<file path="src/rtl/mc_control_fsm_if.sv">
// Control bus between the multi-cycle main control FSM and the MIPS datapath.
// The master side is the controller: it samples the opcode and the memory
// ready handshake and drives every mux select and write enable.
interface mc_control_fsm_if;
    logic [5:0] Op;
    logic       mem_ready;
    logic       PCWrite;
    logic       PCWriteCond;
    logic       IorD;
    logic       MemRead;
    logic       MemWrite;
    logic       IRWrite;
    logic       MemtoReg;
    logic       ALUSrcA;
    logic       RegWrite;
    logic       RegDst;
    logic [1:0] PCSource;
    logic [1:0] ALUOp;
    logic [1:0] ALUSrcB;
    logic [3:0] state;
    logic       instr_done;
    logic       illegal_op;

    modport master (
        input  Op, mem_ready,
        output PCWrite, PCWriteCond, IorD, MemRead, MemWrite, IRWrite,
               MemtoReg, ALUSrcA, RegWrite, RegDst, PCSource, ALUOp,
               ALUSrcB, state, instr_done, illegal_op
    );

    modport slave (
        output Op, mem_ready,
        input  PCWrite, PCWriteCond, IorD, MemRead, MemWrite, IRWrite,
               MemtoReg, ALUSrcA, RegWrite, RegDst, PCSource, ALUOp,
               ALUSrcB, state, instr_done, illegal_op
    );
endinterface

</file>
<file path="src/rtl/mc_control_fsm.sv">
// Multi-cycle main control unit for the 32-bit MIPS datapath.
// Decodes Op once in DECODE and steps through Moore states, stalling on
// mem_ready in FETCH, MEMRD and MEMWR.
// Build option: define MC_JUMP_EN to add the j instruction (JUMP state);
// without it opcode 000010 is reported as illegal.
module mc_control_fsm (
    input  logic              clk,
    input  logic              reset,
    mc_control_fsm_if.master  bus
);

    typedef enum logic [3:0] {
        FETCH  = 4'd0,
        DECODE = 4'd1,
        MEMADR = 4'd2,
        MEMRD  = 4'd3,
        MEMWB  = 4'd4,
        MEMWR  = 4'd5,
        EXEC   = 4'd6,
        RCOMP  = 4'd7,
        BRANCH = 4'd8,
        JUMP   = 4'd9
    } state_t;

    localparam logic [5:0] OP_R   = 6'b000000;
    localparam logic [5:0] OP_LW  = 6'b100011;
    localparam logic [5:0] OP_SW  = 6'b101011;
    localparam logic [5:0] OP_BEQ = 6'b000100;
    localparam logic [5:0] OP_J   = 6'b000010;

    // Moore part of the outputs. PCWrite/IRWrite in FETCH and instr_done in
    // MEMWR depend on mem_ready and are merged in combinationally below.
    typedef struct packed {
        logic       pcwrite;
        logic       pcwritecond;
        logic       iord;
        logic       memread;
        logic       memwrite;
        logic       memtoreg;
        logic       alusrca;
        logic       regwrite;
        logic       regdst;
        logic [1:0] pcsource;
        logic [1:0] aluop;
        logic [1:0] alusrcb;
        logic       instr_done;
    } ctrl_t;

    state_t state_q;
    state_t state_nxt;
    ctrl_t  ctrl_q;
    logic   lw_q;

    function automatic logic op_known(input logic [5:0] op);
        logic k;
        k = 1'b0;
        case (op)
            OP_R, OP_LW, OP_SW, OP_BEQ: k = 1'b1;
`ifdef MC_JUMP_EN
            OP_J:                       k = 1'b1;
`endif
            default:                    k = 1'b0;
        endcase
        return k;
    endfunction

    function automatic ctrl_t decode_ctrl(input state_t s);
        ctrl_t c;
        c = '0;
        case (s)
            FETCH: begin
                c.memread = 1'b1;
                c.alusrcb = 2'b01;
            end
            DECODE: c.alusrcb = 2'b11;
            MEMADR: begin
                c.alusrca = 1'b1;
                c.alusrcb = 2'b10;
            end
            MEMRD: begin
                c.memread = 1'b1;
                c.iord    = 1'b1;
            end
            MEMWB: begin
                c.regwrite   = 1'b1;
                c.memtoreg   = 1'b1;
                c.instr_done = 1'b1;
            end
            MEMWR: begin
                c.memwrite = 1'b1;
                c.iord     = 1'b1;
            end
            EXEC: begin
                c.alusrca = 1'b1;
                c.aluop   = 2'b10;
            end
            RCOMP: begin
                c.regdst     = 1'b1;
                c.regwrite   = 1'b1;
                c.instr_done = 1'b1;
            end
            BRANCH: begin
                c.alusrca     = 1'b1;
                c.aluop       = 2'b01;
                c.pcwritecond = 1'b1;
                c.pcsource    = 2'b01;
                c.instr_done  = 1'b1;
            end
`ifdef MC_JUMP_EN
            JUMP: begin
                c.pcwrite    = 1'b1;
                c.pcsource   = 2'b10;
                c.instr_done = 1'b1;
            end
`endif
            default: c = '0;
        endcase
        return c;
    endfunction

    function automatic state_t next_of(input state_t s, input logic [5:0] op,
                                       input logic mr, input logic lw);
        state_t n;
        n = FETCH;
        case (s)
            FETCH:  n = mr ? DECODE : FETCH;
            DECODE: begin
                case (op)
                    OP_LW, OP_SW: n = MEMADR;
                    OP_R:         n = EXEC;
                    OP_BEQ:       n = BRANCH;
`ifdef MC_JUMP_EN
                    OP_J:         n = JUMP;
`endif
                    default:      n = FETCH;
                endcase
            end
            MEMADR: n = lw ? MEMRD : MEMWR;
            MEMRD:  n = mr ? MEMWB : MEMRD;
            MEMWR:  n = mr ? FETCH : MEMWR;
            EXEC:   n = RCOMP;
            default: n = FETCH;
        endcase
        return n;
    endfunction

    // Next-state selection from the current state, opcode and handshake.
    always_comb begin
        state_nxt = next_of(state_q, bus.Op, bus.mem_ready, lw_q);
    end

    // State register; Moore outputs are registered from the next state so
    // they always match the state they describe.
    always_ff @(posedge clk) begin
        if (reset) begin
            state_q <= FETCH;
            ctrl_q  <= decode_ctrl(FETCH);
            lw_q    <= 1'b0;
        end else begin
            state_q <= state_nxt;
            ctrl_q  <= decode_ctrl(state_nxt);
            if (state_q == DECODE) begin
                lw_q <= (bus.Op == OP_LW);
            end
        end
    end

    assign bus.PCWrite     = ctrl_q.pcwrite | ((state_q == FETCH) & bus.mem_ready);
    assign bus.IRWrite     = (state_q == FETCH) & bus.mem_ready;
    assign bus.PCWriteCond = ctrl_q.pcwritecond;
    assign bus.IorD        = ctrl_q.iord;
    assign bus.MemRead     = ctrl_q.memread;
    assign bus.MemWrite    = ctrl_q.memwrite;
    assign bus.MemtoReg    = ctrl_q.memtoreg;
    assign bus.ALUSrcA     = ctrl_q.alusrca;
    assign bus.RegWrite    = ctrl_q.regwrite;
    assign bus.RegDst      = ctrl_q.regdst;
    assign bus.PCSource    = ctrl_q.pcsource;
    assign bus.ALUOp       = ctrl_q.aluop;
    assign bus.ALUSrcB     = ctrl_q.alusrcb;
    assign bus.instr_done  = ctrl_q.instr_done | ((state_q == MEMWR) & bus.mem_ready);
    assign bus.illegal_op  = (state_q == DECODE) & ~op_known(bus.Op);
    assign bus.state       = state_q;

endmodule

</file>
<file path="src/flat_wrapper.sv">
// flat-port wrapper written by rule: the top's interface ports become plain ports
module mc_control_fsm_flat 
  (clk, reset, bus_Op, bus_mem_ready, bus_PCWrite, bus_PCWriteCond, bus_IorD, bus_MemRead, bus_MemWrite, bus_IRWrite, bus_MemtoReg, bus_ALUSrcA, bus_RegWrite, bus_RegDst, bus_PCSource, bus_ALUOp, bus_ALUSrcB, bus_state, bus_instr_done, bus_illegal_op);
  mc_control_fsm_if bus_i ();
  input  logic clk;
  input  logic reset;
  input wire logic [$bits(bus_i.Op)-1:0] bus_Op;
  input wire logic [$bits(bus_i.mem_ready)-1:0] bus_mem_ready;
  output wire logic [$bits(bus_i.PCWrite)-1:0] bus_PCWrite;
  output wire logic [$bits(bus_i.PCWriteCond)-1:0] bus_PCWriteCond;
  output wire logic [$bits(bus_i.IorD)-1:0] bus_IorD;
  output wire logic [$bits(bus_i.MemRead)-1:0] bus_MemRead;
  output wire logic [$bits(bus_i.MemWrite)-1:0] bus_MemWrite;
  output wire logic [$bits(bus_i.IRWrite)-1:0] bus_IRWrite;
  output wire logic [$bits(bus_i.MemtoReg)-1:0] bus_MemtoReg;
  output wire logic [$bits(bus_i.ALUSrcA)-1:0] bus_ALUSrcA;
  output wire logic [$bits(bus_i.RegWrite)-1:0] bus_RegWrite;
  output wire logic [$bits(bus_i.RegDst)-1:0] bus_RegDst;
  output wire logic [$bits(bus_i.PCSource)-1:0] bus_PCSource;
  output wire logic [$bits(bus_i.ALUOp)-1:0] bus_ALUOp;
  output wire logic [$bits(bus_i.ALUSrcB)-1:0] bus_ALUSrcB;
  output wire logic [$bits(bus_i.state)-1:0] bus_state;
  output wire logic [$bits(bus_i.instr_done)-1:0] bus_instr_done;
  output wire logic [$bits(bus_i.illegal_op)-1:0] bus_illegal_op;
  assign bus_i.Op = bus_Op;
  assign bus_i.mem_ready = bus_mem_ready;
  assign bus_PCWrite = bus_i.PCWrite;
  assign bus_PCWriteCond = bus_i.PCWriteCond;
  assign bus_IorD = bus_i.IorD;
  assign bus_MemRead = bus_i.MemRead;
  assign bus_MemWrite = bus_i.MemWrite;
  assign bus_IRWrite = bus_i.IRWrite;
  assign bus_MemtoReg = bus_i.MemtoReg;
  assign bus_ALUSrcA = bus_i.ALUSrcA;
  assign bus_RegWrite = bus_i.RegWrite;
  assign bus_RegDst = bus_i.RegDst;
  assign bus_PCSource = bus_i.PCSource;
  assign bus_ALUOp = bus_i.ALUOp;
  assign bus_ALUSrcB = bus_i.ALUSrcB;
  assign bus_state = bus_i.state;
  assign bus_instr_done = bus_i.instr_done;
  assign bus_illegal_op = bus_i.illegal_op;
  mc_control_fsm u_core (.clk(clk), .reset(reset), .bus(bus_i));
endmodule
</file>
<file path="config.mk">
export PLATFORM = sky130hd
export DESIGN_NAME = mc_control_fsm_flat
export DESIGN_NICKNAME = d
export VERILOG_FILES = /design/src/rtl/mc_control_fsm_if.sv /design/src/rtl/mc_control_fsm.sv /design/src/flat_wrapper.sv
export SDC_FILE = /design/constraint.sdc
export NUM_CORES = 1
export LEC_CHECK = 0
export CORE_MARGIN = 2
export CORE_UTILIZATION = 38
export DETAILED_ROUTE_END_ITERATION = 8
export GPL_ROUTABILITY_DRIVEN = 0
export PLACE_DENSITY = 0.85
export REMOVE_ABC_BUFFERS = 1
export SLEW_MARGIN = 20
export SYNTH_ARGS = -nofsm -noshare
export SYNTH_HDL_FRONTEND = slang
export SYNTH_SLANG_ARGS = --single-unit
</file>
<file path="constraint.sdc">
create_clock -name clk -period 1.8 [get_ports clk]
set_input_delay 0.36 -clock clk [delete_from_list [all_inputs] [get_ports clk]]
set_output_delay 0.36 -clock clk [all_outputs]
set_load 0.005 [all_outputs]
</file>
# Word level (Yosys, flattened, before mapping)
# Cells that the tools add are included.
word_totals:
  output_inout_bits: 22
  reg_bits: 20
  wordCells: 65
  input_bits: 9
classes:
  n_mux: 19
  eq_ne: 16
  bitwise_logic: 6
  reduce_logical: 10
op_table:
  columns: ["op", "count"]
  rows:
  - ["4-bit by 3-bit equality test with 1-bit output, second input constant", 6]
  - ["4-bit case mux with 6 select lines", 1]
  - ["4-bit by 2-bit equality test with 1-bit output, second input constant", 4]
  - ["6-bit equality test, second input constant", 2]
  - ["1-bit two-way mux", 12]
  - ["4-bit case mux with 3 select lines", 1]
  - ["3-bit two-way mux", 3]
  - ["4-bit by 1-bit equality test with 1-bit output, second input constant", 2]
  - ["4-bit zero test", 2]
  - ["2-bit OR reduction", 4]
  - ["6-bit by 3-bit equality test with 1-bit output, second input constant", 1]
  - ["6-bit zero test", 1]
  - ["2-bit case mux with 3 select lines", 1]
  - ["3-bit OR reduction", 2]
  - ["4-bit equality test, second input constant", 1]
  - ["2-bit case mux with 2 select lines", 1]
  - ["4-bit OR reduction", 1]
  - ["1-bit bitwise AND", 3]
  - ["1-bit inverter", 1]
  - ["1-bit OR", 1]
  - ["1-bit OR, first input constant", 1]

# Depth between registers and ports, before layout
# Gate-level depths: netlist (run 1).
depth:
  ltp_word: 7
  depth_mapped: 7
  mapped_depth_nobuf: 5

# Worst setup path before layout (run 1)
# No wires, ideal clock.
synth_path:
  kind: "register -> register"
  startpoint: "register u_core.state_q[3], in the netlist u_core.bus.state[3]"
  endpoint: "register u_core.ctrl_q (netlist bit u_core.bus.IorD)"
  t_required_ps: 1712
  stages_incl_launch_ff: 8
  setup_slack_ps: -186
  synth_period_minus_slack_ps: 1986
  arrival_ps: 1898
  path_cell_list: "dfxtp_1 > or4b_1 > buf_2 > or3_1 > buf_6 > nor3_4 > a31oi_2 > o32ai_2"
synth_via:
  elab_chain_cells: 5
  elab_cells_between_ends: 11
synth_lines:
  columns: ["element", "line_no", "rtl"]
  rows:
  - ["from (decl)", "mc_control_fsm.sv:49", "state_t state_q;"]
  - ["from (signal assigned)", "mc_control_fsm.sv:160", "state_q <= state_nxt;"]
  - ["4-bit by 3-bit equality test with 1-bit output (tied with other cells)", "mc_control_fsm.sv:125", "case (s)"]
  - ["4-bit case mux with 6 select lines (*)", "mc_control_fsm.sv:125", null]
  - ["4-bit by 2-bit equality test with 1-bit output / 4-bit by 3-bit equality test with 1-bit output (equally long branches)", "mc_control_fsm.sv:70", "case (s)"]
  - ["2-bit OR reduction (no line) (*)", null, null]
  - ["1-bit two-way mux (*)", "mc_control_fsm.sv:70", null]
  - ["to (signal assigned)", "mc_control_fsm.sv:157", "ctrl_q <= decode_ctrl(FETCH);"]
  - ["to (signal assigned)", "mc_control_fsm.sv:161", "ctrl_q <= decode_ctrl(state_nxt);"]
  - ["to (decl)", "mc_control_fsm.sv:51", "ctrl_t ctrl_q;"]
# Mark *: on every way between the ends. The rest lies on a longest branch, timed or not.
# A chain may end at the register's enable or synchronous reset.

# Final worst setup path (run 1)
layout_path:
  startpoint: "register u_core.state_q[1], in the netlist u_core.bus.state[1]"
  endpoint: "register u_core.ctrl_q (netlist bit u_core.bus.IorD)"
# Same word-level chain as after synthesis.

==> results of run 1 <==
==> sequential cells by signal, indices dropped and copies added (netlist names) <==
name / count
u_core.bus.RegDst: 1
u_core.bus.IorD: 1
u_core.bus.RegWrite: 1
u_core.bus.ALUSrcB: 2
u_core.bus.MemRead: 1
u_core.bus.MemWrite: 1
u_core.bus.state: 4
u_core.bus.ALUSrcA: 1
u_core.bus.PCSource: 1
u_core.bus.MemtoReg: 1
u_core.bus.ALUOp: 2
u_core.lw_q: 1
u_core.ctrl_q: 1
==> cell type report <==
cell class / instances / area, sq um
repair buffers: 56 / 492
diodes: 1 / 2.50
multi-input cells: 53 / 429
well taps: 27 / 33.8
flip-flops and latches: 18 / 363
inverters: 6 / 22.5
fillers: 156 / 623
clock buffers: 4 / 36.3
==> where the power goes <==
part | internal (uW) | switching (uW) | total [uW]
combinational | 63.6 | 51.8 | 115
sequential | 404 | 1.60 | 405
clock | 124 | 134 | 258
total | 591 | 188 | 779
==> routing by layer <==
layer	up-vias	wire, um	track usage, %
met5	-	0	0
met4	0	83	14.9
met3	6	65	0.893
met2	29	1240	35.7
met1	402	1000	23.8
li1	404	-	-
==> cells in the final DEF, fill, tap and decap left out, types with 5 or more instances in the layout <==
cell	n
inv_1	6
buf_6	6
nor2_1	5
dlygate4sd2_1	5
dfxtp_1	16
clkdlybuf4s50_1	19
buf_4	22
nor3b_1	5
==> per-stage QoR <==
stage | util (%) | hold slack, ns | setup TNS (ns) | setup slack [ns] | instance area [sq um]
after global routing | 68.9 | 0.486 | -0.777 | -0.130 | 1380
after CTS | 67.7 | 0.483 | -0.0363 | -0.0287 | 1360
after detailed placement | 61.8 | 0.545 | -8.61 | -0.707 | 1240
final | 68.9 | 0.469 | -0.152 | -0.0582 | 1380
after floorplan | - | 0.429 | -1.00 | -0.237 | 733
after global placement | 61.8 | 0.535 | -7.62 | -0.589 | 1240
==> critical path, stage by stage (launching register included) <==
cell     delay [ns]
dfxtp_2        0.34
or4b_4         0.56
or3_4          0.39
nor3_4         0.16
a31oi_4        0.09
o32ai_2        0.24
==> worst paths after layout <==
path                                                   end  slack (ns)  cells past startpoint
worst min-delay path              u_core.lw_q$_SDFFE_PP0P_        0.47                      5
worst min register to register    u_core.lw_q$_SDFFE_PP0P_        0.56                      2
worst max-delay path            u_core.bus.IorD$_SDFF_PP0_       -0.06                      5
worst max register to register  u_core.bus.IorD$_SDFF_PP0_       -0.06                      5
==> timing repair <==
| item | CTS | global route |
|---|---|---|
| cloned | 0 | 0 |
| buffers inserted | 4 | 0 |
| endpoints found under the hold margin | 0 | 0 |
| pin swaps | 11 | 3 |
| resized for setup | 42 | 10 |
| hold buffers | 0 | 0 |
| setup endpoints to repair | 19 | 13 |
==> cells by family (layout without fill, tap and decap cells) <==
group | count (synthesis) | count (layout) | synth area share, %
and+or+nand+nor | 34 | 34 | 26.3
other | 1 | 2 | 0.459
buffers and inverters | 19 | 66 | 13.0
AOI/OAI and AO/OA | 18 | 18 | 16.1
DFF | 18 | 18 | 44.1
==> reports/qor.yml, run 1 <==
synthesis:
  synthTopCellsByCount: "dfxtp_1, nor2_1, buf_4"
  syn_area_sq_um: 817
  yosysMostFrequentCell: "dfxtp_1"
  synth_top_area_share_pct: 44.1
  syn_inst: 90
  syn_avg_cell_area_sq_um: 9.08
  synth_edf_count: 0
  ys_top_cells_by_area: "dfxtp_1, buf_4, nor3b_1"
  async_reset_ff_share_pct: 0
  ys.flop_type: "dfxtp_1"
  yosysUniqueCellTypes: 31
  synth_warnings: 0
  ys_ff_latch: 18
  synth_top_area_cell: "dfxtp_1"
  ys_seq_area_share_pct: 44.1
sta:
  hold_viol: 0
  skew_ns: 0.00827
  rsz0062_at_grt: "true"
  drv_slew: 0
  period_minus_slack_ns: 1.86
  finalCritPeriodShare_pct: 103
  timing.fmax_mhz: 538
  finalWorstSetupSlack_ns: -0.0582
  finalSetupViolations: 6
worst_setup_path:
  crit_fanout: 6
  r2r-start: "u_core.bus.state[1]$_SDFF_PP0_"
  worstSetupPathType: "reg -> reg"
  critPathLaunch: "u_core.bus.state[1]$_SDFF_PP0_"
  crit_arrival_ns: 2.07
  cp-end-kind: "flip-flop"
  cp-start-kind: "flip-flop"
  critPathRequiredTime_ns: 2.01
run_status:
  outcome: "finished, violations left"
  violations: "setup timing"
grt:
  grt_util_all_layers_pct: 20.5
  antenna_found_initial: 1
  grt_pass1_wl_mm: 3.77
  gr-total-overflow: 0
  grt_pass1_vias: 801
  grt_max_degree: 12
power:
  vdd_drop_max_uv: 305
  p_leak_uw: 0.000584
  p_per_area_nw_per_um2: 565
  power_uw: 779
cts:
  cts_buffers: 3
  cts_sinks: 18
  cts_max_level: 1
  clock_latency_ns: 0.31
  clkTransAtPathRegs_ns: 0.11
  cts_buffer_depth: 2
  cts_root_buf: "clkbuf_4"
  cts_tree: "done"
cells_and_area:
  drive_above_1_share_pct: 38.7
  layout.nets: 147
  area_growth_syn_to_layout_pct: 68.8
  finalNonFillerCells: 165
route:
  wire_per_inst_um: 14.5
  drt-initial-drc-count: 19
  ant_nets: 0
  vias_per_cell: 5.10
  drc: 0
  wl_mm: 2.39
  first_pass_iters: 4
  via_count: 841
floorplan:
  die_x_um: 50.4
  die_y_um: 50.4
  dieArea_sq_um: 2540
  fp.coreArea_sq_um: 2000
  num_rows: 16
  ios: 31
  initial_core_util_pct: 40.8
min_path:
  hp-class: "in -> reg"
  hold_start: "bus_Op[3]"
placed_design:
  numPortBuffers: 29
  placedCellCount: 157
  hpwl_mm: 1.58
run:
  max_cap_viol_count: 0
No activity file was read; power rests on OpenSTA's default activity.
==> inputs of run 2 (changes only) <==
CORE_MARGIN = 1   (was 2)
==> reports/qor.yml, run 2 (synthesis results as in run 1) <==
sta:
  finalSetupViolations: 11
  hold_viol: 0
  finalCritPeriodShare_pct: 108
  holdWs_ns: 0.512
  finalWorstSetupSlack_ns: -0.137
  rsz0062_at_grt: "true"
  skew_ns: 0.0158
  drv_slew: 0
  period_minus_slack_ns: 1.94
  timing.fmax_mhz: 516
worst_setup_path:
  rrSetupSlack_ns: -0.14
  crit_end: "u_core.bus.MemtoReg$_SDFF_PP0_"
  critPathLaunch: "u_core.bus.state[3]$_SDFF_PP0_"
  rr_worst_depth: 6
  critPathBufInv: 1
  cp-end-kind: "flip-flop"
  critPathRequiredTime_ns: 2.03
  crit_path_cell_trace: "or4b_4, or3_4, nor3_4, a31oi_4, buf_6, nor2_4"
  worstSetupPathType: "reg -> reg"
  crit_arrival_ns: 2.17
  cp_slowest_cell: "or4b_4"
  worstReg2RegEnd: "u_core.bus.MemtoReg$_SDFF_PP0_"
  crit_fanout: 5
  max_stage_delay_ns: 0.57
  cp_top_family: "simple AND/OR/NAND/NOR gates"
  cp.depth: 6
  r2r-start: "u_core.bus.state[3]$_SDFF_PP0_"
  cp-start-kind: "flip-flop"
route:
  drc: 0
  first_pass_iters: 4
  via_count: 801
  wire_per_inst_um: 14.9
  vias_per_cell: 4.98
  ant_nets: 0
  drt-initial-drc-count: 8
  wl_mm: 2.39
grt:
  grt_util_all_layers_pct: 19.9
  grt_pass1_wl_mm: 3.58
  antenna_found_initial: 0
  gr-total-overflow: 0
  grt_pass1_vias: 782
  grt_max_degree: 12
power:
  p_switching_uw: 176
  p_per_area_nw_per_um2: 563
  power.internal_uw: 586
  switching_share_pct: 23.1
  p_leak_uw: 0.000555
  p_clk_share_pct: 32.4
  vdd_drop_max_uv: 354
  seq_power_share_pct: 53.3
  p_comb_share_pct: 14.3
floorplan:
  num_rows: 16
  initial_core_util_pct: 41.2
  die_x_um: 48.4
  ios: 31
  die_y_um: 48.4
  fp.coreArea_sq_um: 1980
  dieArea_sq_um: 2340
run_status:
  violations: "setup timing"
  outcome: "finished, violations left"
cts:
  cts_buffers: 3
  cts_tree: "done"
  clkTransAtPathRegs_ns: 0.11
  cts_buffer_depth: 2
  clock_latency_ns: 0.30
  cts_sinks: 18
  cts_root_buf: "clkbuf_4"
  cts_max_level: 1
min_path:
  hold_start: "bus_Op[5]"
  hp-class: "in -> reg"
  hold_depth: 4
placed_design:
  pre_cts_slack_ns: -0.635
  numPortBuffers: 29
  hpwl_mm: 1.52
cells_and_area:
  area_growth_syn_to_layout_pct: 65.7
  largest_reg_flops: 4
  drive_above_1_share_pct: 38.1
  layout_common_cells: "clkdlybuf4s50_1, buf_4, dfxtp_1, nor3b_1, inv_1"
  insertedDiodeCount: 0
  layout.nets: 144
  final_util_pct: 68.3
run:
  max_cap_viol_count: 0
-- run 2: changes by cell type in the layout (fill, tap and decap cells not counted), sizes merged --
cell / delta
clkdlybuf4s15: +2
buf: -7
clkbuf: +2
dlygate4sd2: -1
diode: -1
clkdlybuf4s50: +1
-- run 2: area by class of cell --
cell class / count / area, sq um
Sequential cell: 18 / 363
Multi-Input combinational cell: 53 / 428
Clock buffer: 4 / 36.3
Fill cell: 146 / 628
Inverter: 6 / 22.5
Timing Repair Buffer: 53 / 470
Tap cell: 27 / 33.8
-- run 2: metrics by stage --
| step | instance area [sq um] | instances | TNS (ns) | total power [uW] |
|---|---|---|---|---|
| after floorplan | 733 | 77 | -1.00 | 442 |
| after global placement | 1220 | 155 | -7.70 | 512 |
| after detailed placement | 1220 | 155 | -8.69 | 515 |
| after CTS | 1310 | 160 | -0.672 | 753 |
| after global routing | 1350 | 161 | -1.38 | 796 |
| final | 1350 | 161 | -1.03 | 762 |
-- run 2: tightest hold or removal path: cells and delay by family --
kind,cells,cell delay [ns]
AO/OA/AOI/OAI,1,0.06
buffers and inverters,1,0.10
AND/OR/NAND/NOR,2,0.26
-- run 2: worst min-delay path by stage --
stage,to,slack (ns)
after floorplan,u_core.bus.state[1]$_SDFF_PP0_,0.43
after global placement,u_core.lw_q$_SDFFE_PP0P_,0.54
after detailed placement,u_core.lw_q$_SDFFE_PP0P_,0.56
after CTS,u_core.lw_q$_SDFFE_PP0P_,0.58
after global routing,u_core.bus.ALUSrcA$_SDFF_PP0_,0.52
final,u_core.bus.ALUSrcA$_SDFF_PP0_,0.51
-- run 2: routing by layer --
layer / vias up / routed length (um) / GRT usage, %
met3: 4 / 51 / 3.14
met1: 377 / 1030 / 24.1
met4: 0 / 34 / 7.35
li1: 398 / - / -
met5: - / 0 / 0
met2: 22 / 1280 / 35.4
-- run 2: power groups by stage --
stage                     clock, uW  sequential [uW]  combinational [uW]
after floorplan                   0              418                24.1
after global placement            0              414                97.7
after detailed placement          0              415                 100
after CTS                       246              405                 102
after global routing            273              407                 116
final                           247              406                 109
-- run 2: what timing repair did --
action | 4_1_cts | 5_1_grt
buffers inserted | 1 | 1
resized for setup | 26 | 18
pin swaps | 3 | 9
endpoints found under the setup margin | 19 | 11
hold buffers | 0 | 0
==> inputs of run 3 (changes only) <==
CORE_MARGIN = 4   (was 1)
==> reports/qor.yml, run 3 (synthesis results as in run 1) <==
worst_setup_path:
  cp_slowest_cell: "or4b_4"
  critPathRequiredTime_ns: 2.05
  rrSetupSlack_ns: -0.07
  crit_fanout: 3
  cp-start-kind: "flip-flop"
  rr_worst_depth: 6
  crit_path_cell_trace: "or4b_4, or3_4, buf_6, nor3b_4, inv_2, a21oi_2"
  worstSetupPathType: "reg -> reg"
  worstReg2RegEnd: "u_core.ctrl_q[0]$_SDFF_PP0_"
  max_stage_delay_ns: 0.55
  r2r-start: "u_core.bus.state[1]$_SDFF_PP0_"
  cp-end-kind: "flip-flop"
  crit_arrival_ns: 2.12
floorplan:
  die_x_um: 54.4
  num_rows: 16
  initial_core_util_pct: 40.8
  dieArea_sq_um: 2960
  die_y_um: 54.4
  ios: 31
  fp.coreArea_sq_um: 2000
cells_and_area:
  layout_commonest_cell: "buf_4"
  area_growth_syn_to_layout_pct: 64.3
  finalNonFillerCells: 161
  layout.nets: 145
  largest_reg_flops: 4
  layout_common_cells: "buf_4, clkdlybuf4s50_1, dfxtp_1, nor2_1"
  drive_above_1_share_pct: 35.8
  fin_area_sq_um: 1340
  insertedDiodeCount: 0
  fillers: 160
min_path:
  hold_start: "bus_Op[5]"
  min_to: "u_core.bus.ALUSrcA$_SDFF_PP0_"
  hp-class: "in -> reg"
  hold_depth: 4
grt:
  antenna_found_initial: 0
  gr-total-overflow: 0
  grt_pass1_vias: 753
  grt_pass1_wl_mm: 3.42
  grt_max_degree: 12
  grt_util_all_layers_pct: 16.4
cts:
  clkTransAtPathRegs_ns: 0.10
  cts_buffer_depth: 2
  hold_buffers: 0
  cts_buffers: 3
  cts_max_level: 1
  cts_tree: "done"
  cts_sinks: 18
  clock_latency_ns: 0.31
  cts_root_buf: "clkbuf_4"
sta:
  finalWorstSetupSlack_ns: -0.0726
  drv_slew: 0
  hold_viol: 0
  skew_ns: 0.00493
  holdWs_ns: 0.500
  timing.fmax_mhz: 534
  period_minus_slack_ns: 1.87
  finalCritPeriodShare_pct: 104
  finalSetupViolations: 7
  rsz0062_at_grt: "true"
placed_design:
  pre_cts_slack_ns: -0.607
  placed_cell_area_sq_um: 1220
  placedCellCount: 155
  numPortBuffers: 29
  hpwl_mm: 1.57
power:
  p_per_area_nw_per_um2: 536
  p_leak_uw: 0.000574
  vdd_drop_max_uv: 285
  power_uw: 719
route:
  wire_per_inst_um: 14.9
  first_pass_iters: 4
  ant_nets: 0
  via_count: 822
  drc: 0
  wl_mm: 2.40
  drt-initial-drc-count: 18
  vias_per_cell: 5.11
run_status:
  outcome: "finished, violations left"
  violations: "setup timing"
run:
  max_cap_viol_count: 0
run 3: final cells by class:
| cell class | count | area (sq um) | share of cell area (%) |
|---|---|---|---|
| sequential | 18 | 362 | 26.9 |
| inverter | 6 | 22.5 | 1.68 |
| clock buffer | 3 | 22.5 | 1.68 |
| timing repair buffer | 54 | 479 | 35.7 |
| multi-input combinational | 53 | 423 | 31.5 |
| tap | 27 | 33.8 | 2.52 |
run 3: how the worst max path moves through the flow:
stage	to	startpoint	cells after the start	slack (ns)
CTS	u_core.ctrl_q[0]$_SDFF_PP0_	u_core.bus.state[2]$_SDFF_PP0_	6	-0.08
detailed placement	bus_illegal_op	bus_Op[0]	5	-0.61
floorplan	u_core.bus.IorD$_SDFF_PP0_	u_core.bus.state[0]$_SDFF_PP0_	5	-0.24
global route	u_core.ctrl_q[0]$_SDFF_PP0_	u_core.bus.state[1]$_SDFF_PP0_	6	-0.11
global placement	bus_illegal_op	bus_Op[0]	5	-0.59
finish	u_core.ctrl_q[0]$_SDFF_PP0_	u_core.bus.state[1]$_SDFF_PP0_	6	-0.07
run 3: per-stage QoR:
| step | TNS [ns] | utilization (%) |
|---|---|---|
| after floorplan | -1.00 | - |
| after global placement | -7.66 | 61.1 |
| after detailed placement | -8.35 | 61.1 |
| after CTS | -0.343 | 65.5 |
| after global routing | -0.694 | 67.1 |
| final | -0.256 | 67.1 |
run 3: report_power, final:
group / leakage [uW] / total (uW) / switching (uW) / internal [uW]
Combinational: 0.000414 / 110 / 49.0 / 60.7
Sequential: 0.000146 / 405 / 1.55 / 404
Clock: 0.0000138 / 204 / 126 / 78.3
Total: 0.000574 / 719 / 176 / 543
run 3: what timing repair did:
| item | in CTS | in global routing |
|---|---|---|
| resized for setup | 29 | 11 |
| setup buffers | 3 | 0 |
| endpoints found under the setup margin | 19 | 12 |
| pin swaps | 11 | 8 |
run 3: critical path: cells and delay by family (launching register included):
family | cells | cell delay (ns)
buffers and inverters | 2 | 0.21
flip-flops | 1 | 0.33
AND/OR/NAND/NOR | 3 | 1.14
AO/OA/AOI/OAI | 1 | 0.14
run 3: layer usage:
layer / vias to the layer above / global-route usage (%) / share of wire [%]
li1: 396 / - / -
met1: 384 / 16.9 / 39
met2: 35 / 32.1 / 52
met3: 7 / 1.63 / 6.0
met4: 0 / 7.88 / 2.9
met5: - / 0 / 0
